[src/rtl/approx_add_pkg.sv]
// Shared defaults, slot-state type and helper functions for the
// approximate-adder scheduler.
package approx_add_pkg;

    localparam int DEF_WIDTH       = 8;
    localparam int DEF_APPROX_BITS = 7;
    localparam int DEF_NREQ        = 4;
    localparam int DEF_ERR_W       = 24;

    typedef enum logic {
        EMPTY = 1'b0,
        FULL  = 1'b1
    } slot_state_t;

    function automatic int id_width(input int n);
        return (n <= 1) ? 1 : $clog2(n);
    endfunction

    // Adds two values and clamps the result at the all-ones value of a w-bit field.
    function automatic logic [63:0] sat_add(input logic [63:0] a,
                                            input logic [63:0] b,
                                            input int          w);
        logic [64:0] s;
        logic [63:0] lim;
        s   = {1'b0, a} + {1'b0, b};
        lim = (w >= 64) ? '1 : ((64'd1 << w) - 64'd1);
        return (s > {1'b0, lim}) ? lim : s[63:0];
    endfunction

endpackage

[src/rtl/approx_rc_adder.sv]
// Ripple-carry adder whose low APPROX_BITS cells are OR/AND approximations
// and whose upper cells are exact full adders.
module approx_rc_adder #(
    parameter int WIDTH       = 8,
    parameter int APPROX_BITS = 7
) (
    input  logic [WIDTH-1:0] a,
    input  logic [WIDTH-1:0] b,
    output logic [WIDTH:0]   sum
);

    logic [WIDTH-1:0]           s;
    logic [WIDTH:APPROX_BITS]   c;

    // Approximate cells ignore their carry-in, so only the last one feeds the exact chain.
    generate
        if (APPROX_BITS > 0) begin : g_approx
            assign s[APPROX_BITS-1:0] = a[APPROX_BITS-1:0] | b[APPROX_BITS-1:0];
            assign c[APPROX_BITS]     = a[APPROX_BITS-1] & b[APPROX_BITS-1];
        end else begin : g_noapprox
            assign c[APPROX_BITS] = 1'b0;
        end

        for (genvar k = APPROX_BITS; k < WIDTH; k++) begin : g_exact
            assign s[k]   = a[k] ^ b[k] ^ c[k];
            assign c[k+1] = (a[k] & b[k]) | (c[k] & (a[k] ^ b[k]));
        end
    endgenerate

    assign sum = {c[WIDTH], s};

endmodule

[src/rtl/approx_add_sched.sv]
// Round-robin scheduler sharing one approximate adder among NREQ requesters,
// with a one-entry result slot and saturating error statistics.
module approx_add_sched
    import approx_add_pkg::*;
#(
    parameter  int WIDTH       = DEF_WIDTH,
    parameter  int APPROX_BITS = DEF_APPROX_BITS,
    parameter  int NREQ        = DEF_NREQ,
    parameter  int ERR_W       = DEF_ERR_W,
    localparam int ID_W        = id_width(NREQ)
) (
    input  logic                  clk,
    input  logic                  rst_n,
    input  logic [NREQ-1:0]       req_valid,
    output logic [NREQ-1:0]       req_ready,
    input  logic [NREQ*WIDTH-1:0] req_a,
    input  logic [NREQ*WIDTH-1:0] req_b,
    output logic                  rsp_valid,
    input  logic                  rsp_ready,
    output logic [ID_W-1:0]       rsp_id,
    output logic [WIDTH:0]        rsp_sum,
    output logic [WIDTH:0]        rsp_err,
    input  logic                  stats_clr,
    output logic [ERR_W-1:0]      op_count,
    output logic [ERR_W-1:0]      err_acc,
    output logic [WIDTH:0]        err_max
);

    slot_state_t      state, state_nxt;
    logic [ID_W-1:0]  ptr;
    logic [ID_W-1:0]  winner;
    logic [ID_W-1:0]  cand;
    logic             has_win;
    logic             slot_free;
    logic             accept;
    logic [WIDTH-1:0] a_sel, b_sel;
    logic [WIDTH:0]   approx_sum, exact_sum, err;
    logic [ERR_W-1:0] op_count_nxt, err_acc_nxt;
    logic [WIDTH:0]   err_max_nxt;
    int               idx;

    // First valid requester at or after the pointer, wrapping modulo NREQ.
    always_comb begin
        has_win = 1'b0;
        winner  = '0;
        cand    = '0;
        idx     = 0;
        for (int off = 0; off < NREQ; off++) begin
            idx = int'(ptr) + off;
            if (idx >= NREQ) idx = idx - NREQ;
            cand = ID_W'(idx);
            if (!has_win && req_valid[cand]) begin
                has_win = 1'b1;
                winner  = cand;
            end
        end
    end

    always_ff @(posedge clk) begin
        if (!rst_n) state <= EMPTY;
        else        state <= state_nxt;
    end

    always_comb begin
        state_nxt = state;
        if (accept)                          state_nxt = FULL;
        else if (state == FULL && rsp_ready) state_nxt = EMPTY;
    end

    always_comb begin
        rsp_valid = (state == FULL);
        slot_free = (state == EMPTY) || rsp_ready;
        req_ready = '0;
        if (has_win && slot_free) req_ready[winner] = 1'b1;
    end

    assign accept = |(req_valid & req_ready);
    assign a_sel  = req_a[winner*WIDTH +: WIDTH];
    assign b_sel  = req_b[winner*WIDTH +: WIDTH];

    approx_rc_adder #(
        .WIDTH       (WIDTH),
        .APPROX_BITS (APPROX_BITS)
    ) u_adder (
        .a   (a_sel),
        .b   (b_sel),
        .sum (approx_sum)
    );

    assign exact_sum = {1'b0, a_sel} + {1'b0, b_sel};
    assign err       = (approx_sum > exact_sum) ? (approx_sum - exact_sum)
                                                : (exact_sum - approx_sum);

    // A clear coinciding with an accept restarts the statistics from that operation.
    always_comb begin
        op_count_nxt = op_count;
        err_acc_nxt  = err_acc;
        err_max_nxt  = err_max;
        if (stats_clr) begin
            op_count_nxt = accept ? ERR_W'(1) : '0;
            err_acc_nxt  = accept ? ERR_W'(err) : '0;
            err_max_nxt  = accept ? err : '0;
        end else if (accept) begin
            op_count_nxt = ERR_W'(sat_add(64'(op_count), 64'd1, ERR_W));
            err_acc_nxt  = ERR_W'(sat_add(64'(err_acc), 64'(err), ERR_W));
            if (err > err_max) err_max_nxt = err;
        end
    end

    always_ff @(posedge clk) begin
        if (!rst_n) begin
            ptr      <= '0;
            rsp_id   <= '0;
            rsp_sum  <= '0;
            rsp_err  <= '0;
            op_count <= '0;
            err_acc  <= '0;
            err_max  <= '0;
        end else begin
            op_count <= op_count_nxt;
            err_acc  <= err_acc_nxt;
            err_max  <= err_max_nxt;
            if (accept) begin
                rsp_id  <= winner;
                rsp_sum <= approx_sum;
                rsp_err <= err;
                if (int'(winner) == NREQ - 1) ptr <= '0;
                else                          ptr <= winner + 1'b1;
            end
        end
    end

endmodule

[config.mk]
export PLATFORM = sky130hd
export DESIGN_NAME = approx_add_sched
export DESIGN_NICKNAME = d
export VERILOG_FILES = /design/src/rtl/approx_add_pkg.sv /design/src/rtl/approx_rc_adder.sv /design/src/rtl/approx_add_sched.sv
export SDC_FILE = /design/constraint.sdc
export NUM_CORES = 1
export LEC_CHECK = 0
export ABC_CLOCK_PERIOD_IN_PS = 8000
export CAP_MARGIN = 0
export CORE_UTILIZATION = 47
export DETAILED_ROUTE_END_ITERATION = 10
export PLACE_DENSITY = 0.8
export SLEW_MARGIN = 40
export SYNTH_ARGS = -nofsm -noshare
export SYNTH_HDL_FRONTEND = slang
export SYNTH_SLANG_ARGS = --single-unit
[constraint.sdc]
create_clock -name clk -period 8 [get_ports clk]
set_input_delay 2 -clock clk [delete_from_list [all_inputs] [get_ports clk]]
set_output_delay 2 -clock clk [all_outputs]
set_load 0.01 [all_outputs]
; After elaboration in Yosys (flattened, before gate mapping)
; Cells that the tools add are included.
[totals]
register_bits = 80
in_bits = 72
out_inout_bits = 82
elab_cells = 101
[classes]
n_addsub = 13
n_lt_le_gt_ge = 14
n_eq_ne = 1
shifts = 2
muxes = 39
bitwise = 9
reduce_logical = 15
[ops]
columns = op, count
row1 = $mux 24, 6
row2 = $shiftx 32x6->8, 2
row3 = $mux 9, 6
row4 = $gt 25x24->1 const B, 2
row5 = $add 24x1->25 const B, 1
row6 = $add 24x9->25, 1
row7 = $gt 9x9->1, 2
row8 = $mux 2, 9
row9 = $sub 9x9->9, 2
row10 = $lt 2x3->1 const B, 5
row11 = $mux 1, 12
row12 = $add 8x8->9, 1
row13 = $ge 3x3->1 const B, 3
row14 = $bmux 1 s2, 4
row15 = $sub 2x1->2 const B, 4
row16 = $or 7x7->7, 1
row17 = $add 2x2->3 const B, 2
row18 = $logic_and 1x1->1, 6
row19 = $reduce_bool 2->1, 3
row20 = $and 4x4->4, 1
row21 = $mux 4, 1
row22 = $reduce_or 4->1, 1
row23 = $add 2x1->3 const B, 1
row24 = $and 1x1->1, 3
row25 = 11 further kinds, 14

; Depth between registers and ports, before layout
[depth]
ltp_word = 25
mapped_depth = 36
depth_no_buf = 33

; Modules after synthesis
; Synthesis repeated with hierarchy kept, for this count alone.
[hier_totals]
cells_unflattened = 812
hier_area_um2 = 6160.9
[modules_own_cells]
columns = module, n_inst, cells_each, area_per_inst_um2, seq_area_each_um2
row1 = approx_add_sched, 1, 799, 6078.3, 1601.5
row2 = approx_rc_adder, 1, 13, 82.6, 0.0

; Least setup slack after synthesis
; No wires, ideal clock.
[synth_timing]
path_type = input to register
start = input port req_valid[2]
end = register err_acc[11]
setup_ns = 0.091
arrival_time_ns = 8.394
required_ns = 7.909
path_slack_ns = -0.485
cell_stages = 33
path_buffers = 2
cell_sequence = nor2b_1 or4b_2 nand3_1 a32oi_2 nand2_1 inv_1 fa_1 a21o_1 a21oi_1 o21bai_1 a21oi_1 xnor2_1 inv_1 ha_1 buf_2 nand4_1 a21o_1 a31o_2 nor2_4 nand3_1 o31ai_1 xor2_1 inv_1 ha_1 inv_1 o21ai_0 a21oi_1 nor4b_1 nand3_1 clkbuf_1 a21oi_1 nor2_1 a311oi_1
[synth_between]
elab_chain_len = 23
elab_cells_between_ends = 51
cone_classes = add/sub: 4 / order compare: 4 / shift: 2 / mux: 23 / bitwise: 8 / reduce/logical: 10
[synth_lines]
columns = element, line
row1 = "start, declared", approx_add_sched.sv:14  ; input logic [NREQ-1:0] req_valid,
row2 = $bmux 1 s2, approx_add_sched.sv:52  ; if (!has_win && req_valid[cand]) begin
row3 = $mux 1 (not written as such), approx_add_sched.sv:52
row4 = $mux 1, approx_add_sched.sv:52
row5 = $logic_not 1->1, approx_add_sched.sv:52
row6 = $logic_and 1x1->1, approx_add_sched.sv:52
row7 = $mux 1, approx_add_sched.sv:52
row8 = $logic_not 1->1, approx_add_sched.sv:52
row9 = $logic_and 1x1->1, approx_add_sched.sv:52
row10 = (+4 left out), n/a
row11 = branches (longest 5 deep; another with $add 8x8->9), n/a
row12 = $mux 9 *, approx_add_sched.sv:91  ; assign err = (approx_sum > exact_sum) ? (approx_sum - exact_sum)
row13 = via err[3], approx_add_sched.sv:37  ; logic [WIDTH:0] approx_sum, exact_sum, err;
row14 = $add 24x9->25 *, approx_add_pkg.sv:25  ; s = {1'b0, a} + {1'b0, b};
row15 = $gt 25x24->1, approx_add_pkg.sv:27  ; return (s > {1'b0, lim}) ? lim : s[63:0];
row16 = $mux 24 *, approx_add_pkg.sv:27
row17 = $mux 24 *, approx_add_sched.sv:103  ; end else if (accept) begin
row18 = $mux 24 *, approx_add_sched.sv:99  ; if (stats_clr) begin
row19 = "end signal, assigned", approx_add_sched.sv:121  ; err_acc <= err_acc_nxt;
row20 = "end, declared", approx_add_sched.sv:25  ; output logic [ERR_W-1:0] err_acc,
; Mark *: on every way through the listed nets, which the timed path passes. The select of a mux whose other input is x is not followed.
; A chain may end at the register's enable or synchronous reset.

; Final worst setup path
[layout_timing]
start = input port req_valid[0]
end = register err_acc[22]
; Same word-level chain as after synthesis.

==> results <==
-- cell families (layout without fill, tap and decap cells) --
logic type / count (synthesis) / in the layout / synth area share
simple gates: 398 / 398 / 0.302
compound gates: 226 / 226 / 0.233
buf+inv: 109 / 381 / 0.0691
flops: 80 / 80 / 0.240
fa+ha+maj: 58 / 58 / 0.115
xor+xnor: 22 / 22 / 0.0289
mux: 8 / 8 / 0.0120
other cells: 1 / 1 / 0.000563
-- layout by cell type, fill, tap and decap left out, types with 5 or more instances in the layout --
master                            instances
sky130_fd_sc_hd__a211oi_1                 9
sky130_fd_sc_hd__o21a_1                   6
sky130_fd_sc_hd__xnor2_1                 12
sky130_fd_sc_hd__nor2b_1                  9
sky130_fd_sc_hd__nand2_2                  5
sky130_fd_sc_hd__inv_1                   61
sky130_fd_sc_hd__o211ai_1                 6
sky130_fd_sc_hd__nand2_1                134
sky130_fd_sc_hd__ha_4                     7
sky130_fd_sc_hd__nor4_1                   5
sky130_fd_sc_hd__nor3_1                  12
sky130_fd_sc_hd__buf_6                    6
sky130_fd_sc_hd__nor3_2                   6
sky130_fd_sc_hd__a31oi_1                  8
sky130_fd_sc_hd__and4_1                   8
sky130_fd_sc_hd__clkdlybuf4s50_1        149
sky130_fd_sc_hd__and3_1                  19
sky130_fd_sc_hd__a21oi_1                 45
sky130_fd_sc_hd__xor2_1                  10
sky130_fd_sc_hd__mux2i_1                  7
sky130_fd_sc_hd__nand2b_1                 7
sky130_fd_sc_hd__a21o_1                   9
sky130_fd_sc_hd__clkbuf_16                9
sky130_fd_sc_hd__a211oi_2                 5
sky130_fd_sc_hd__buf_4                  138
sky130_fd_sc_hd__and2_1                  16
sky130_fd_sc_hd__a21oi_2                 10
sky130_fd_sc_hd__o21ai_0                 44
sky130_fd_sc_hd__o211a_1                 15
sky130_fd_sc_hd__ha_1                    46
sky130_fd_sc_hd__dfxtp_1                 80
sky130_fd_sc_hd__nand3_1                 61
sky130_fd_sc_hd__nand4_1                 16
sky130_fd_sc_hd__a21boi_0                10
sky130_fd_sc_hd__or3_1                    5
sky130_fd_sc_hd__nor2_1                  50
sky130_fd_sc_hd__and2_4                   7
-- flip-flops by register name, summed over array words and instances, names as in the netlist --
signal     count
rsp_id         2
ptr            2
rsp_err        9
op_count      24
rsp_sum        9
err_max        9
err_acc       24
rsp_valid      1
-- routing by layer --
layer  up-vias  global-route usage  wire, um
li1       3748                   -         -
met1      3590               0.340      9020
met2       282               0.521     10700
met3        69              0.0508      1130
met4         0               0.112       729
met5         -                   0         0
-- how the worst max path moves through the flow --
| stage | cells after the start | slack (ps) | from | endpoint |
|---|---|---|---|---|
| after detailed placement | 33 | -670 | req_valid[0] | err_acc[15] |
| after global routing | 34 | -100 | req_valid[0] | err_acc[22] |
| after floorplan | 31 | 2 | req_valid[2] | err_acc[23] |
| after global placement | 33 | -530 | req_valid[0] | err_acc[22] |
| after CTS | 32 | 120 | req_valid[2] | err_acc[15] |
| final | 35 | 260 | req_valid[0] | err_acc[22] |
-- layout make-up --
| type | count | area (um2) |
|---|---|---|
| clock inverters | 6 | 65.1 |
| flip-flops and latches | 80 | 1600 |
| clock buffers | 10 | 239 |
| fillers | 1066 | 3790 |
| inverters | 67 | 254 |
| well taps | 180 | 225 |
| repair buffers | 298 | 2640 |
| multi-input cells | 713 | 5010 |
-- per-stage QoR --
step	worst slack, ps	hold slack, ps	utilization	setup TNS (ps)
6_report	262	464	0.726	0
3_5_place_dp	-667	458	0.668	-16900
4_1_cts	119	466	0.700	0
3_3_place_gp	-527	456	0.667	-13110
5_1_grt	-101	487	0.726	-610
2_1_floorplan	2.01	488	-	0
-- worst min-delay path, delay by kind of cell (launching register included) --
| family | cells | cell delay (ps) |
|---|---|---|
| compound gates | 1 | 60 |
| simple gates | 1 | 40 |
| flops | 1 | 310 |
-- timing repair --
action | in CTS | in global routing
buffers inserted | 5 | 10
cloned | 0 | 0
setup endpoints to repair | 33 | 33
pin swaps | 8 | 42
gates resized for setup | 25 | 68
hold buffers | 0 | 0
==> results.txt <==
----------------------------------------------------
[Placement]
  Post-DP HPWL ... 15800 um
  Count of buffers inserted at the top-level ports ... 153
  Routability cong. ... 0.967
  Placed cell area ... 9240 um2
  Post-placement cell count ... 1323

[Worst setup path]
  Nature of the critical path startpoint ... primary input
  Register-to-Register Setup Slack ... 1560 ps
  Delay contributed by the slowest stage of the critical path ... 560 ps
  Slowest stage cell, crit path ... sky130_fd_sc_hd__or4b_4
  Data required time at the worst endpoint ... 8260 ps
  WP buf/inv ... 10
  Top Family by Delay on Critical Path ... simple AND/OR/NAND/NOR gates
  CP dominant cell by count ... sky130_fd_sc_hd__buf_4
  Type of destination of the critical path ... register
  Terminus of the critical flop-to-flop path ... err_acc[22]
  Worst EP arrival ... 8000 ps
  Largest driver fanout on the critical path ... 5
  Crit Path Class ... primary input to register
  Start of the worst register-to-register path ... ptr[1]
  Cells on worst reg2reg path ... 33

[Yosys]
  Number of flops mapped to enable cells by yosys ... 0
  Synth top area cells ... sky130_fd_sc_hd__dfxtp_1 24%, sky130_fd_sc_hd__ha_1 10%, sky130_fd_sc_hd__nand2_1 7.8%
  Seq/Total Area, Yosys ... 0.240
  Net Count, Synth ... 1032
  Library cell with the highest instance count after synthesis ... sky130_fd_sc_hd__nand2_1
  Share of async-settable or async-resettable flops after synthesis ... 0
  Top cells by instance count after synthesis ... 138 x sky130_fd_sc_hd__nand2_1, 80 x sky130_fd_sc_hd__dfxtp_1, 65 x sky130_fd_sc_hd__nand3_1, 63 x sky130_fd_sc_hd__inv_1, 55 x sky130_fd_sc_hd__a21oi_1
  Yosys synthesis warning count ... 0
  Synth Instances ... 902
  Top FF cell, synth ... sky130_fd_sc_hd__dfxtp_1
  Netlist cell types ... 83
  Cell area after synthesis ... 6660 um2
  Area leader, netlist ... sky130_fd_sc_hd__dfxtp_1
  Share of Yosys cell area claimed by the top area cell type ... 0.240
  Flop and latch count out of synthesis ... 80
  Post-synthesis area per instance ... 7.38 um2

[Routing]
  Via density per instance ... 5.68
  Detailed Route WL ... 21600 um
  Final antenna-violating net count ... 0
  Final routed wire length divided by cell count ... 16.0 um
  Drt pass-1 iters ... 5
  Total vias in the final route ... 7689
  Remaining design rule violation count ... 0
  Starting DRC count in detailed routing ... 530

[Layout]
  ANT cells ... 0
  Final net count ... 1299
  Post-route design area ... 10000 um2
  Layout Area Growth over Synthesis ... 50.7%
  Fraction of final layout cells with drive strength greater than 1 ... 0.224
  Post-route insts no fill ... 1354

[Timing]
  Setup repair after global routing missed its margin ... yes
  Slew of the pin with the lowest slew margin ... 663 ps
  Max-Slew Margin vs Limit ... 0.557
  Count of final setup violators ... 0
  Minimum clock period after layout ... 7740 ps
  Upper clock frequency limit ... 129 MHz
  Final slew viol count ... 0
  Hold Violations, Final ... 0
  Crit share post-route ... 0.967
  Clock skew ... 10.3 ps

[Floorplanning]
  Chip height ... 121 um
  Die Wd ... 121 um
  Initial Util ... 0.482
  Die area ... 14700 um2
  Core Area ... 13800 um2
  Top Ports ... 154
  Total number of placement rows ... 43

[Worst hold path]
  Worst min-delay path endpoint ... rsp_err[1]
  Cells on Worst Hold Path ... 2
  Hold Crit Class ... register to register
  Worst hold start ... rsp_err[1]

[GRT]
  GRT Resource Usage Total ... 0.290
  Largest net degree at the start of global routing ... 47
  Total global routing overflow ... 0
  Number of global-route vias before repair ... 7261
  Antenna violations before repair ... 0
  Wire length of the first global-routing pass ... 34100 um

[Job]
  Total of max-cap violations ... 0

[Clocking]
  CTS buffer count ... 9
  Clock input transition at the sequential cells of the worst setup and hold paths ... 60 ps
  Clock tree from TritonCTS ... built
  Clock root buffer ... sky130_fd_sc_hd__clkbuf_16
  Clock sink count ... 80
  Clock latency of the later-clocked register in the worst-skew pair ... 350 ps
  Number of buffers on the longest clock path ... 2
  H-tree depth ... 3

[Run status]
  Outcome ... finished clean

----------------------------------------------------
Power of run 1 is not shown: default switching activity piles up to over one toggle a cycle in this logic, so the estimate is an artifact.
